### config.mk
export PLATFORM = sky130hd
export DESIGN_NAME = sa2_operand_loader
export DESIGN_NICKNAME = d
export VERILOG_FILES = /design/src/rtl/sa2_operand_loader.sv
export SDC_FILE = /design/constraint.sdc
export NUM_CORES = 1
export LEC_CHECK = 0
export ABC_AREA = 1
export BUFFER_PORTS_ARGS = -buffer_cell sky130_fd_sc_hd__buf_2
export CAP_MARGIN = 20
export CORE_ASPECT_RATIO = 0.5
export CORE_UTILIZATION = 56
export DETAILED_ROUTE_END_ITERATION = 7
export GPL_ROUTABILITY_DRIVEN = 1
export GPL_TIMING_DRIVEN = 0
export HOLD_SLACK_MARGIN = 0.08
export MAX_ROUTING_LAYER = met4
export PLACE_DENSITY = 0.88
export SYNTH_ARGS = -nofsm -noshare
export SYNTH_HDL_FRONTEND = slang
export SYNTH_SLANG_ARGS = --single-unit
### constraint.sdc
create_clock -name clk -period 12.8 [get_ports clk]
set_clock_uncertainty 0.05 [all_clocks]
set_input_delay 1.28 -clock clk [delete_from_list [all_inputs] [get_ports clk]]
set_output_delay 1.28 -clock clk [all_outputs]
set_load 0.03 [all_outputs]
### src/rtl/sa2_operand_loader.sv
// sa2_operand_loader: assembles a 4x4 input tile and a 3x3 filter from a
// valid/ready byte stream, then holds them stable while the 2x2 systolic
// array runs (active_sa2 high) until the array returns done_sa2.
// Ports:
//   clk, rst           clock and asynchronous active-high reset
//   in_valid, in_data  byte stream in; in_ready out (high in LOAD_A/LOAD_B)
//   done_sa2           completion pulse from the array
//   active_sa2         start/hold level to the array (registered)
//   a11..a44, b11..b33 operand holding registers (row-major)
//   frame_cnt          completed frames, modulo 256
//   keep_filter        only with SA2_LOADER_FILTER_REUSE_EN: skip LOAD_B and
//                      reuse the previous filter once a frame has completed
module sa2_operand_loader #(
    parameter int DATA_W = 8,
    parameter int N_DATA = 16,
    parameter int N_FILT = 9
) (
    input  logic              clk,
    input  logic              rst,
    input  logic              in_valid,
    input  logic [DATA_W-1:0] in_data,
    output logic              in_ready,
    input  logic              done_sa2,
`ifdef SA2_LOADER_FILTER_REUSE_EN
    input  logic              keep_filter,
`endif
    output logic              active_sa2,
    output logic [DATA_W-1:0] a11, a12, a13, a14,
    output logic [DATA_W-1:0] a21, a22, a23, a24,
    output logic [DATA_W-1:0] a31, a32, a33, a34,
    output logic [DATA_W-1:0] a41, a42, a43, a44,
    output logic [DATA_W-1:0] b11, b12, b13,
    output logic [DATA_W-1:0] b21, b22, b23,
    output logic [DATA_W-1:0] b31, b32, b33,
    output logic [7:0]        frame_cnt
);

    typedef enum logic [1:0] {
        LOAD_A = 2'd0,
        LOAD_B = 2'd1,
        RUN    = 2'd2
    } state_t;

    localparam logic [3:0] A_LAST = 4'(N_DATA - 1);
    localparam logic [3:0] B_LAST = 4'(N_FILT - 1);

    state_t            state;
    logic [3:0]        idx;
    logic [DATA_W-1:0] a_q [N_DATA];
    logic [DATA_W-1:0] b_q [N_FILT];
    logic              accept;
    logic              skip_b;

`ifdef SA2_LOADER_FILTER_REUSE_EN
    // Separate flag: frame_cnt may wrap back to 0 after many frames.
    logic have_frame;
    assign skip_b = keep_filter && have_frame;
`else
    assign skip_b = 1'b0;
`endif

    assign in_ready = (state != RUN);
    assign accept   = in_valid && in_ready;

    always_ff @(posedge clk or posedge rst) begin
        if (rst) begin
            state      <= LOAD_A;
            idx        <= '0;
            active_sa2 <= 1'b0;
            frame_cnt  <= '0;
            for (int i = 0; i < N_DATA; i++) a_q[i] <= '0;
            for (int i = 0; i < N_FILT; i++) b_q[i] <= '0;
`ifdef SA2_LOADER_FILTER_REUSE_EN
            have_frame <= 1'b0;
`endif
        end else begin
            unique case (state)
                LOAD_A: begin
                    if (accept) begin
                        a_q[idx] <= in_data;
                        if (idx == A_LAST) begin
                            idx <= '0;
                            if (skip_b) begin
                                state      <= RUN;
                                active_sa2 <= 1'b1;
                            end else begin
                                state <= LOAD_B;
                            end
                        end else begin
                            idx <= idx + 4'd1;
                        end
                    end
                end
                LOAD_B: begin
                    if (accept) begin
                        b_q[idx] <= in_data;
                        if (idx == B_LAST) begin
                            idx        <= '0;
                            state      <= RUN;
                            active_sa2 <= 1'b1;
                        end else begin
                            idx <= idx + 4'd1;
                        end
                    end
                end
                RUN: begin
                    // Array idles on this same edge, so it sees
                    // active_sa2 low and does not restart.
                    if (done_sa2) begin
                        active_sa2 <= 1'b0;
                        frame_cnt  <= frame_cnt + 8'd1;
                        state      <= LOAD_A;
`ifdef SA2_LOADER_FILTER_REUSE_EN
                        have_frame <= 1'b1;
`endif
                    end
                end
                default: begin
                    state      <= LOAD_A;
                    idx        <= '0;
                    active_sa2 <= 1'b0;
                end
            endcase
        end
    end

    assign a11 = a_q[0];
    assign a12 = a_q[1];
    assign a13 = a_q[2];
    assign a14 = a_q[3];
    assign a21 = a_q[4];
    assign a22 = a_q[5];
    assign a23 = a_q[6];
    assign a24 = a_q[7];
    assign a31 = a_q[8];
    assign a32 = a_q[9];
    assign a33 = a_q[10];
    assign a34 = a_q[11];
    assign a41 = a_q[12];
    assign a42 = a_q[13];
    assign a43 = a_q[14];
    assign a44 = a_q[15];

    assign b11 = b_q[0];
    assign b12 = b_q[1];
    assign b13 = b_q[2];
    assign b21 = b_q[3];
    assign b22 = b_q[4];
    assign b23 = b_q[5];
    assign b31 = b_q[6];
    assign b32 = b_q[7];
    assign b33 = b_q[8];

endmodule

## Yosys cells after proc, flatten, opt, wreduce, memory -nomap -nowiden

Index checks and enable logic that the tools add are counted.

- Logic and storage cells: 74
- Flip-flop bits (word level): 215
- Output and inout port bits: 210

- $add $sub $neg: 2
- Bitwise operators: 3
- Reduce and logical (&&, ||, !) cells: 9
- Eq/ne operators: 10
- Multiplexer cells: 19
- $lt $le $gt $ge: 2

Operators with widths:

| operator | count |
|---|---|
| $bwmux W128 | 1 |
| $bwmux W72 | 1 |
| $demux W8 S4 | 1 |
| $mux W4 | 4 |
| $ne A2 B2 Y1 const B | 6 |
| $pmux W4 S3 | 1 |
| $mux W2 | 5 |
| $add A8 B1 Y8 const B | 1 |
| $eq A4 B4 Y1 const B | 2 |
| $mux W8 | 1 |
| $pmux W2 S3 | 1 |
| $reduce_and A2 Y1 | 3 |
| $ge A5 B5 Y1 const B | 1 |
| $lt A5 B1 Y1 const B | 1 |
| $not A4 Y5 | 1 |
| $reduce_and A5 Y1 | 1 |
| $add A4 B1 Y4 const B | 1 |
| $reduce_and A4 Y1 | 1 |
| $mux W1 | 3 |
| $pmux W1 S3 | 1 |
| $reduce_and A3 Y1 | 1 |
| $eq A2 B1 Y1 const B | 1 |
| $eq A2 B2 Y1 const B | 1 |
| $logic_and A1 B1 Y1 | 2 |
| other kinds (2) | 3 |

## Depth between registers and ports, before layout

Gate-level depths: netlist of run 1.

- Word-level depth: 6
- Depth in mapped cells: 8
- Gate-level depth less buffers: 7

## Least setup slack after synthesis of run 1

OpenSTA, ideal clock, no wires.

- Path type: input to register
- Start point: input in_valid
- End point: register b_q (netlist bit b23[7])
- Arrival: 2020 ps
- Buffers on the path: 1
- Required time: 12617 ps
- Stages on the path: 6
- Slack: 10597 ps
- Path through: inv_1 > nor2_8 > nand3_4 > buf_2 > nand2_1 > o21ai_0

- Word-level cells in the longest chain between the ends: 2

Ends and longest elaborated chain:

| item | line | text |
|---|---|---|
| start, declared | 20 | `input logic in_valid,` |
| $logic_and A1 B1 Y1 | 63 | `assign accept = in_valid && in_ready;` |
| $reduce_and A2 Y1 (no line) | -- |  |
| end signal, assigned by index | 96 | `b_q[idx] <= in_data;` |
| end, declared | 50 | `logic [DATA_W-1:0] b_q [N_FILT];` |

No other way between the ends.
A chain may end at the register's enable or synchronous reset.

## Worst setup path in the final report of run 1

- Start point: register state[0]
- End point: output in_ready

- Word-level cells in the longest chain between the ends: 1

Ends and longest elaborated chain:

| item | line | text |
|---|---|---|
| start, declared | 47 | `state_t state;` |
| start signal, assigned | 67 | `state <= LOAD_A;` |
| start signal, assigned | 84 | `state <= RUN;` |
| start signal, assigned | 87 | `state <= LOAD_B;` |
| $ne A2 B2 Y1 | 62 | `assign in_ready = (state != RUN);` |
| end, declared | 22 | `output logic in_ready,` |

No other way between the ends.

==> results of run 1 <==
## logic make-up after synthesis
kind of cell,synth area share
AND/OR/NAND/NOR,0.1648
buffers and inverters,0.04651
AO/OA/AOI/OAI,0.1239
flip-flops,0.6514
XOR/XNOR,0.004243
adder cells (fa/ha/maj),0.009089
## layout by cell type (no fill, tap or decap), types with 2 or more instances in the layout
master | Yosys | final
sky130_fd_sc_hd__nand2_1 | 242 | 242
sky130_fd_sc_hd__nand4_1 | 2 | 2
sky130_fd_sc_hd__clkinv_2 | 0 | 2
sky130_fd_sc_hd__ha_1 | 6 | 6
sky130_fd_sc_hd__clkbuf_16 | 0 | 19
sky130_fd_sc_hd__nand2_4 | 5 | 5
sky130_fd_sc_hd__inv_1 | 27 | 26
sky130_fd_sc_hd__dfrtp_1 | 215 | 215
sky130_fd_sc_hd__inv_2 | 4 | 4
sky130_fd_sc_hd__xnor2_1 | 2 | 2
sky130_fd_sc_hd__nor2_8 | 2 | 2
sky130_fd_sc_hd__clkbuf_8 | 0 | 7
sky130_fd_sc_hd__nor2_1 | 25 | 25
sky130_fd_sc_hd__a21oi_1 | 8 | 8
sky130_fd_sc_hd__o21ai_0 | 184 | 184
sky130_fd_sc_hd__nand3_1 | 10 | 10
sky130_fd_sc_hd__o21ai_1 | 11 | 11
sky130_fd_sc_hd__nand3b_1 | 3 | 3
sky130_fd_sc_hd__buf_2 | 15 | 236
sky130_fd_sc_hd__clkbuf_1 | 16 | 21
sky130_fd_sc_hd__xor2_1 | 2 | 2
sky130_fd_sc_hd__nand3_4 | 5 | 5
sky130_fd_sc_hd__buf_6 | 10 | 10
sky130_fd_sc_hd__nand2_2 | 10 | 10
## tightest hold or removal path, delay by kind of cell (launching register included)
family	cells	cell delay, ns
AND/OR/NAND/NOR	1	0.05
AO/OA/AOI/OAI	1	0.06
flip-flops	1	0.34
## metrics by stage
stage                     area (sq um)  setup slack [ns]
final                            10250             10.19
after global routing             10250             10.13
after CTS                        10250             10.18
after detailed placement          9641             10.18
after global placement            9605             3.734
after floorplan                   8259             5.591
## worst paths after layout
kind / depth (start not counted) / endpoint / slack [ns] / start
worst max-delay path: 3 / in_ready / 10.19 / state[0]
worst min-delay path: 2 / a32[6] / 0.43 / a32[6]
worst max register to register: 7 / b11[3] / 10.75 / idx[0]
worst min register to register: 2 / a32[6] / 0.43 / a32[6]
max in group asynchronous: 3 / b11[2] / 10.84 / rst
min in group asynchronous: 2 / a11[1] / 0.81 / rst
## metal layers
metal,GRT usage,vias to the layer above,share of wire
li1,-,3125,-
met1,0.3901,3334,0.42
met2,0.5062,287,0.48
met3,0.05556,60,0.067
met4,0.1196,0,0.032
met5,-,-,0
## area by class of cell
type	count	area [sq um]
sequential	215	5380
fill	1001	3714
multi-input combinational	521	2495
timing repair buffer	222	1134
clock buffer	31	590.6
buffer	42	267.8
tap	192	240.2
inverter	31	123.9
clock inverter	3	18.77
## report_power, final
part	internal [mW]	total [mW]	switching, mW
Clock	0.316	0.561	0.244
Sequential	0.882	1.01	0.125
Combinational	0.253	0.964	0.711
Total	1.45	2.53	1.08
==> results_dict.tcl, run 1 <==
set metrics [dict create \
    yosysSeqAreaShare 0.6514 \
    grt_pass1_vias 6691 \
    yosysWarningCount 0 \
    tightestPinTransition_ns 0.7303 \
    post_synth_inst_count 809 \
    globalRouteTotalUtil 0.3087 \
    synth-main-ff-cell "sky130_fd_sc_hd__dfrtp_1" \
    die_area_sq_mm 0.01527 \
    synth_most_common_cell "sky130_fd_sc_hd__nand2_1" \
    worst-path-buf-inv 2 \
    port-buffer-count 221 \
    postLayoutCoreUtil 0.7341 \
    crit_required_ns 11.47 \
    ratio_of_cells_with_drive_above_1_in_the_final_layout 0.2883 \
    max-vdd-ir-drop_v 0.0001498 \
    finalCritPeriodShare 0.2041 \
    crit_path_end_kind "primary output" \
    drt_wl_total_mm 22.48 \
    detailedRoute.firstPassIterationCount 5 \
    cts_tree "yes" \
    postCtsHoldBufs 0 \
    chipHeight_um 87.88 \
    antenna_cells_inserted 0 \
    yosys.area.top_type_share 0.6514 \
    p_leak_nw 5.545 \
    timing_worst_setup_path_type "reg -> out" \
    ant_nets 0 \
    place.detailed.hpwl_mm 15.09 \
    post-synth-top-area-cell "sky130_fd_sc_hd__dfrtp_1" \
    netlist_top_cells_count "sky130_fd_sc_hd__nand2_1 (242), sky130_fd_sc_hd__dfrtp_1 (215), sky130_fd_sc_hd__o21ai_0 (184)" \
    grt_setup_unrepaired "no" \
    post_synth_main_area_contributors "sky130_fd_sc_hd__dfrtp_1 (65%), sky130_fd_sc_hd__o21ai_0 (11%), sky130_fd_sc_hd__nand2_1 (11%)" \
    die_w_um 173.7 \
    post_cts.repair.setup_buffers 0 \
    ys_seq_elements 215 \
    syn-cell-area_sq_mm 0.008259 \
    avgSynthCellArea_sq_um 10.21 \
    finalHoldViolations 0 \
    start_util 0.5915 \
    syn-num-nets 827 \
    fmax_mhz 382.7 \
    grt_start_max_net_pins 134 \
    num_rows 30 \
    clock_sinks 215 \
    fin_setup_tns_ns 0 \
    cts-root-to-sink-buffers 3 \
    dpl.cell_count 1223 \
    critical_path.top_delay_family "flip-flops" \
    postSynth.asyncResetShare 1.000 \
    cts_htree_levels 1 \
    critPathSlowestCell "sky130_fd_sc_hd__dfrtp_1" \
    core_area_sq_mm 0.01396 \
    hold-worst-slack_ns 0.4288 \
    crit_path_max_incr_delay_ns 0.42 \
    instances_no_fill 1257 \
    cp_max_fo 5 \
    design.portCount 222 \
    max-slew-margin-rel 0.5131 \
    grt_pass1_wl_mm 35.05 \
    tritoncts.num_buffers 19 \
    cellPowerDensity_mw_per_mm2 247.0 \
    dr.first_iter.drc_count 640 \
    report.final.setup_viol 0 \
    ordered_list_of_cells_on_the_worst_path "inv_1 -> nand2_1 -> buf_2" \
    startpoint_type "flop" \
    place_congestion 0.9187 \
    synthToLayoutAreaGrowth_pct 24.10 \
    post-route-drc-count 0 \
    hp-class "reg -> reg" \
    clk-insertion-delay-late_ns 0.49 \
    finalWorstPathRequiredPeriod_ns 2.613 \
    post_cts_repair_resize_count 0 \
    cts_root_buf "sky130_fd_sc_hd__clkbuf_16" \
    route.detailed.vias_per_inst 5.414 \
    grt_antenna_before_repair 0 \
    worst_ep_arrival_time_ns 1.28 \
    post_layout_total_power_mw 2.532 \
    nets 1070 \
    drv_slew 0 \
    synth_enable_flop_cells 0 \
    outcome "finished, final reports clean" \
    synthDistinctLibCells 26 \
    clk_pin_slew_ns 0.07 \
    routed-via-count 6806 \
    maxCapViolCount 0 \
    globalRoute.totalOverflow 0 \
    wire_per_inst_um 17.89 \
]
Note: power is estimated with default switching activity, not from simulation.
==> inputs of run 2 (changes only) <==
--- a/config.mk
+++ b/config.mk
@@ -9,13 +9,13 @@
 export BUFFER_PORTS_ARGS = -buffer_cell sky130_fd_sc_hd__buf_2
 export CAP_MARGIN = 20
 export CORE_ASPECT_RATIO = 0.5
-export CORE_UTILIZATION = 56
+export CORE_UTILIZATION = 47
 export DETAILED_ROUTE_END_ITERATION = 7
 export GPL_ROUTABILITY_DRIVEN = 1
 export GPL_TIMING_DRIVEN = 0
 export HOLD_SLACK_MARGIN = 0.08
 export MAX_ROUTING_LAYER = met4
-export PLACE_DENSITY = 0.88
+export PLACE_DENSITY = 0.79
 export SYNTH_ARGS = -nofsm -noshare
 export SYNTH_HDL_FRONTEND = slang
 export SYNTH_SLANG_ARGS = --single-unit
==> constraint.sdc (replaced) <==
create_clock -name clk -period 2.1 [get_ports clk]
set_clock_uncertainty 0.05 [all_clocks]
set_input_delay 0.21 -clock clk [delete_from_list [all_inputs] [get_ports clk]]
set_output_delay 0.21 -clock clk [all_outputs]
set_load 0.03 [all_outputs]
==> run 2 against run 1 <==
  * Sequential share of layout area decreased by 1.4 points
  * Clock-buffer cell count stayed put
  * Combinational power increased to 6.1 times the previous value
  * Register-to-register slack got worse by 11 ns
  * First-iteration DRC count shrank 27%
  * Global-route usage fell by 4.3 points
  * Critical endpoint is now b13[0]
==> results_dict.tcl, run 2 (synthesis gave the netlist of run 1 again) <==
set metrics [dict create \
    p_leak_nw 5.648 \
    crit_path_end_kind "flop" \
    detailedRoute.firstPassIterationCount 5 \
    use_met3 0.04448 \
    critical_path.top_delay_family "simple AND/OR/NAND/NOR gates" \
    port-buffer-count 221 \
    cts_root_buf "sky130_fd_sc_hd__clkbuf_16" \
    power.combinational.fraction 0.372 \
    p_switching_mw 6.623 \
    grt_antenna_before_repair 0 \
    chipHeight_um 95.74 \
    startpoint_type "flop" \
    grt-busiest-layer "met2" \
    cp_max_fo 10 \
    nets 1085 \
    place_congestion 0.9030 \
    hold_path_startpoint "in_data[4]" \
    mostFrequentLayoutCells "sky130_fd_sc_hd__nand2_1 (242), sky130_fd_sc_hd__buf_2 (236), sky130_fd_sc_hd__dfrtp_1 (215)" \
    cts_htree_levels 1 \
    die_area_sq_mm 0.01814 \
    grt_pass1_wl_mm 35.66 \
    place.detailed.hpwl_mm 16.14 \
    route.detailed.vias_per_inst 5.277 \
    grt_pass1_vias 6628 \
    grt_start_max_net_pins 45 \
    clk_pin_slew_ns 0.07 \
    ordered_list_of_cells_on_the_worst_path "inv_1 -> ha_1 -> inv_1 -> nor2_1 -> nand2_2 -> buf_6 -> nand2_1 -> o21ai_0" \
    power_frac_seq 0.386 \
    drv_slew 0 \
    instances_no_fill 1305 \
    die_w_um 189.5 \
    cellPowerDensity_mw_per_mm2 1504 \
    ff_latch_area_sq_mm 0.005380 \
    grt_use_met2 0.4240 \
    multiInputGateArea_sq_mm 0.002497 \
    most_prevalent_standard_cell_on_the_critical_path "sky130_fd_sc_hd__inv_1" \
    grt_setup_unrepaired "no" \
    finalHoldViolations 0 \
    hp-class "in -> reg" \
    design.portCount 222 \
    max-slew-margin-rel 0.4743 \
    cts-root-to-sink-buffers 3 \
    dr.first_iter.drc_count 468 \
    antenna_cells_inserted 0 \
    num_rows 33 \
    outcome "finished, final reports clean" \
    maxCapViolCount 0 \
    tightestPinTransition_ns 0.7886 \
    placedInstanceArea_sq_mm 0.009753 \
    crit_path_max_incr_delay_ns 0.45 \
    power.internal_mw 9.226 \
    cts_tree "yes" \
    ratio_of_cells_with_drive_above_1_in_the_final_layout 0.2894 \
    sw_frac_of_total 0.4179 \
    finish.instance_area_sq_mm 0.01054 \
    start_util 0.4927 \
    globalRoute.totalOverflow 0 \
    worst-r2r-setup-slack_ns 0.13 \
    report.final.setup_viol 0 \
    max-vdd-ir-drop_v 0.0008855 \
    crit_start "idx[0]" \
    synthToLayoutAreaGrowth_pct 27.60 \
    tritoncts.num_buffers 20 \
    routed-via-count 6887 \
    wire_per_inst_um 17.94 \
    finalCritPeriodShare 0.9393 \
    clock_sinks 215 \
    worst_ep_arrival_time_ns 2.27 \
    crit_required_ns 2.39 \
    postLayoutCoreUtil 0.6287 \
    layout.filler_cells 1373 \
    post_cts.repair.setup_buffers 0 \
    drt_wl_total_mm 23.41 \
    groute.layer.met1.usage 0.3430 \
    worst-path-buf-inv 3 \
    dpl.cell_count 1262 \
    core_area_sq_mm 0.01676 \
    critPathSlowestCell "sky130_fd_sc_hd__dfrtp_1" \
    most_common_cell_after_layout_fill_and_taps_aside "sky130_fd_sc_hd__nand2_1" \
    ant_nets 0 \
    p_clk_frac 0.241 \
    finalWorstPathRequiredPeriod_ns 1.973 \
    globalRouteTotalUtil 0.2652 \
    fmax_mhz 507.0 \
    timing_worst_setup_path_type "reg -> reg" \
    clk-insertion-delay-late_ns 0.50 \
    post-route-drc-count 0 \
    source_of_the_worst_register_to_register_timing_path "idx[0]" \
]
[run 2: changes by cell type in the layout (fill, tap and decap cells not counted), moves of 2 or more]
cell                            change
sky130_fd_sc_hd__dlygate4sd3_1     +10
sky130_fd_sc_hd__buf_12             +5
sky130_fd_sc_hd__bufinv_16          +2
sky130_fd_sc_hd__clkinv_2           -2
sky130_fd_sc_hd__clkbuf_16          +2
[run 2: path summary, 6_finish.rpt]
| kind | end | cells after the start |
|---|---|---|
| max | b13[0] | 8 |
| min | b31[4] | 3 |
| max reg2reg | b13[0] | 8 |
| min reg2reg | a13[0] | 2 |
| max in group asynchronous | a41[6] | 6 |
| min in group asynchronous | b31[5] | 3 |
[run 2: cell type report]
type,count,area share
buffer,42,0.02541
clock buffer,31,0.05912
clock inverter,2,0.005699
inverter,31,0.01140
multi-input combinational,521,0.2370
sequential,215,0.5105
tap,227,0.02695
timing repair buffer,236,0.1239
[run 2: power groups by stage]
| stage | combinational (mW) | sequential [mW] | clock, mW |
|---|---|---|---|
| 6_report | 5.90 | 6.12 | 3.83 |
| 5_1_grt | 6.32 | 6.24 | 4.03 |
| 4_1_cts | 5.93 | 6.10 | 3.87 |
| 3_5_place_dp | 5.88 | 6.14 | 0 |
| 3_3_place_gp | 5.71 | 6.09 | 0 |
| 2_1_floorplan | 1.61 | 8.49 | 0 |
[run 2: repair_timing]
item	CTS	global route
hold endpoints to repair	46	0
gates resized for setup	0	1
setup endpoints to repair	0	10
hold buffers	10	0
[run 2: per-layer routing]
metal | wire length [um] | vias to the layer above
met3 | 1425 | 67
met2 | 11190 | 256
met1 | 9934 | 3418
met4 | 857 | 0
met5 | 0 | -
li1 | - | 3146
[run 2: stage by stage]
| step | setup TNS [ns] | hold slack (ns) | setup WS [ns] | power [mW] |
|---|---|---|---|---|
| detailed placement | 0 | 0.2955 | 0.09633 | 12.03 |
| finish | 0 | 0.09955 | 0.1275 | 15.85 |
| CTS | 0 | 0.08375 | 0.04707 | 15.91 |
| global placement | -432.21 | 0.4022 | -2.024 | 11.81 |
| floorplan | -206.00 | 0.3008 | -0.9581 | 10.09 |
| global route | 0 | 0.09487 | 0.007825 | 16.59 |
[run 2: tightest hold or removal path: stages]
cell and delay (ns):
sky130_fd_sc_hd__buf_2 0.08, sky130_fd_sc_hd__inv_1 0.13, sky130_fd_sc_hd__o21ai_0 0.19
==> inputs of run 3 (changes only) <==
--- a/config.mk
+++ b/config.mk
@@ -8,14 +8,17 @@
 export ABC_AREA = 1
 export BUFFER_PORTS_ARGS = -buffer_cell sky130_fd_sc_hd__buf_2
 export CAP_MARGIN = 20
+export CELL_PAD_IN_SITES_DETAIL_PLACEMENT = 1
+export CELL_PAD_IN_SITES_GLOBAL_PLACEMENT = 2
 export CORE_ASPECT_RATIO = 0.5
-export CORE_UTILIZATION = 47
+export CORE_UTILIZATION = 29
 export DETAILED_ROUTE_END_ITERATION = 7
 export GPL_ROUTABILITY_DRIVEN = 1
 export GPL_TIMING_DRIVEN = 0
 export HOLD_SLACK_MARGIN = 0.08
 export MAX_ROUTING_LAYER = met4
-export PLACE_DENSITY = 0.79
+export PLACE_DENSITY = 0.8
+export REMOVE_ABC_BUFFERS = 1
 export SYNTH_ARGS = -nofsm -noshare
 export SYNTH_HDL_FRONTEND = slang
 export SYNTH_SLANG_ARGS = --single-unit
==> run 3 against run 2 <==
  * Final area is 0.17% higher
  * Cell count is 9.0% higher
  * Clock power hardly changed
  * Highest routed layer unchanged
  * Non-clock buffer count is 45 lower
  * Worst hold slack better by 0.050 ns
==> results_dict.tcl, run 3 (synthesis gave the netlist of run 1 again) <==
set metrics [dict create \
    hold_path_depth 3 \
    finalWorstPathRequiredPeriod_ns 1.908 \
    place.detailed.hpwl_mm 18.17 \
    worstRegToRegCells 7 \
    p_leak_nw 5.585 \
    hp-class "in -> reg" \
    cp_max_fo 16 \
    worst-r2r-setup-slack_ns 0.19 \
    crit_path_end_kind "flop" \
    startpoint_type "flop" \
    tightestPinTransition_ns 0.8465 \
    most_common_cell_after_layout_fill_and_taps_aside "sky130_fd_sc_hd__nand2_1" \
    detailedRoute.firstPassIterationCount 5 \
    start_util 0.2964 \
    max-slew-margin-rel 0.4357 \
    dpl_worst_slack_ns 0.08138 \
    hold_path_startpoint "in_data[0]" \
    ant_nets 0 \
    cts-root-to-sink-buffers 3 \
    grt_setup_unrepaired "yes" \
    grt_pass1_wl_mm 40.08 \
    grt_antenna_before_repair 0 \
    grt_pass1_vias 6553 \
    worstHoldEndpoint "a24[0]" \
    outcome "finished, final reports clean" \
    finalCritPeriodShare 0.9084 \
    source_of_the_worst_register_to_register_timing_path "idx[0]" \
    ratio_of_cells_with_drive_above_1_in_the_final_layout 0.2856 \
    drt_wl_total_mm 25.99 \
    report.final.setup_viol 0 \
    design.portCount 222 \
    post-route-drc-count 0 \
    wire_per_inst_um 18.28 \
    crit_required_ns 2.41 \
    r2r-end "a33[6]" \
    port-buffer-count 221 \
    route.detailed.vias_per_inst 4.574 \
    placedInstanceArea_sq_mm 0.009778 \
    timing_worst_setup_path_type "reg -> reg" \
    clk-insertion-delay-late_ns 0.51 \
    cts_root_buf "sky130_fd_sc_hd__clkbuf_16" \
    cellPowerDensity_mw_per_mm2 1504 \
    tritoncts.num_buffers 22 \
    grt_start_max_net_pins 117 \
    globalRouteTotalUtil 0.1849 \
    final_critical_path_setup_slack_ns 0.1924 \
    die_w_um 240.7 \
    mostFrequentLayoutCells "sky130_fd_sc_hd__nand2_1 (241), sky130_fd_sc_hd__buf_2 (221), sky130_fd_sc_hd__dfrtp_1 (215)" \
    core_area_sq_mm 0.02787 \
    post_cts.repair.setup_buffers 0 \
    synthToLayoutAreaGrowth_pct 27.81 \
    instances_no_fill 1422 \
    die_area_sq_mm 0.02920 \
    max-vdd-ir-drop_v 0.0006644 \
    drv_slew 0 \
    finalHoldViolations 0 \
    num_rows 43 \
    place_congestion 0.7851 \
    chipHeight_um 121.3 \
    maxCapViolCount 0 \
    worst_ep_arrival_time_ns 2.22 \
    nets 1042 \
    cts_tree "yes" \
    dr.first_iter.drc_count 481 \
    routed-via-count 6504 \
    dpl.cell_count 1378 \
    antenna_cells_inserted 0 \
    fmax_mhz 524.2 \
    clock_sinks 215 \
    finish.instance_area_sq_mm 0.01056 \
    clk_pin_slew_ns 0.07 \
    globalRoute.totalOverflow 0 \
    cts_htree_levels 1 \
]
==> run 3: routing by layer <==
metal | vias to the layer above | wire (um) | GRT usage
li1 | 3055 | - | -
met1 | 3310 | 11560 | 0.2390
met2 | 94 | 13050 | 0.3031
met3 | 45 | 708 | 0.02821
met4 | 0 | 666 | 0.05016
met5 | - | 0 | -
==> run 3: worst max-delay path by stage <==
stage / start / endpoint / slack, ns / cells past startpoint
CTS: state[1] / a21[5] / 0.08 / 6
detailed placement: state[1] / a21[0] / 0.08 / 6
finish: idx[0] / a33[6] / 0.19 / 7
floorplan: rst / a11[0] / -4.04 / 1
global placement: rst / a32[2] / -6.47 / 2
global route: idx[1] / a32[7] / -0.01 / 7
==> run 3: per-stage QoR <==
stage | TNS (ns) | hold slack, ns | total power, mW | utilization
after floorplan | -868.45 | 0.3008 | 10.04 | -
after global placement | -1386.23 | 0.4034 | 11.91 | 0.3436
after detailed placement | 0 | 0.4086 | 12.15 | 0.3509
after CTS | 0 | 0.1277 | 16.10 | 0.3771
after global routing | -0.02832 | 0.1458 | 16.80 | 0.3788
final | 0 | 0.1499 | 15.88 | 0.3788
==> run 3: power breakdown <==
| part | internal [mW] | leakage, nW | switching, mW |
|---|---|---|---|
| registers | 5.38 | 2.88 | 0.722 |
| clock network | 2.19 | 0.353 | 1.65 |
| logic | 1.53 | 2.35 | 4.41 |
| total | 9.10 | 5.58 | 6.78 |
==> run 3: layout make-up <==
| type | instances | area [sq um] |
|---|---|---|
| inverter | 31 | 125.1 |
| clock inverter | 7 | 38.79 |
| tap | 382 | 478.0 |
| sequential | 215 | 5380 |
| timing repair buffer | 233 | 1359 |
| clock buffer | 33 | 663.1 |
| multi-input combinational | 521 | 2512 |
| fill | 3266 | 17310 |
==> run 3: repair_timing <==
| action | CTS | global route |
|---|---|---|
| gates resized for setup | 0 | 5 |
| hold buffers | 3 | 0 |
| endpoints found under the setup margin | 0 | 27 |
| endpoints found under the hold margin | 119 | 0 |
==> run 3: worst max-delay path, cell delays in order, from the launching register on <==
cell	delay [ns]
sky130_fd_sc_hd__dfrtp_1	0.46
sky130_fd_sc_hd__inv_1	0.14
sky130_fd_sc_hd__ha_1	0.23
sky130_fd_sc_hd__inv_1	0.13
sky130_fd_sc_hd__nor2_1	0.18
sky130_fd_sc_hd__nand2_1	0.31
sky130_fd_sc_hd__nand2_1	0.15
sky130_fd_sc_hd__o21ai_0	0.10
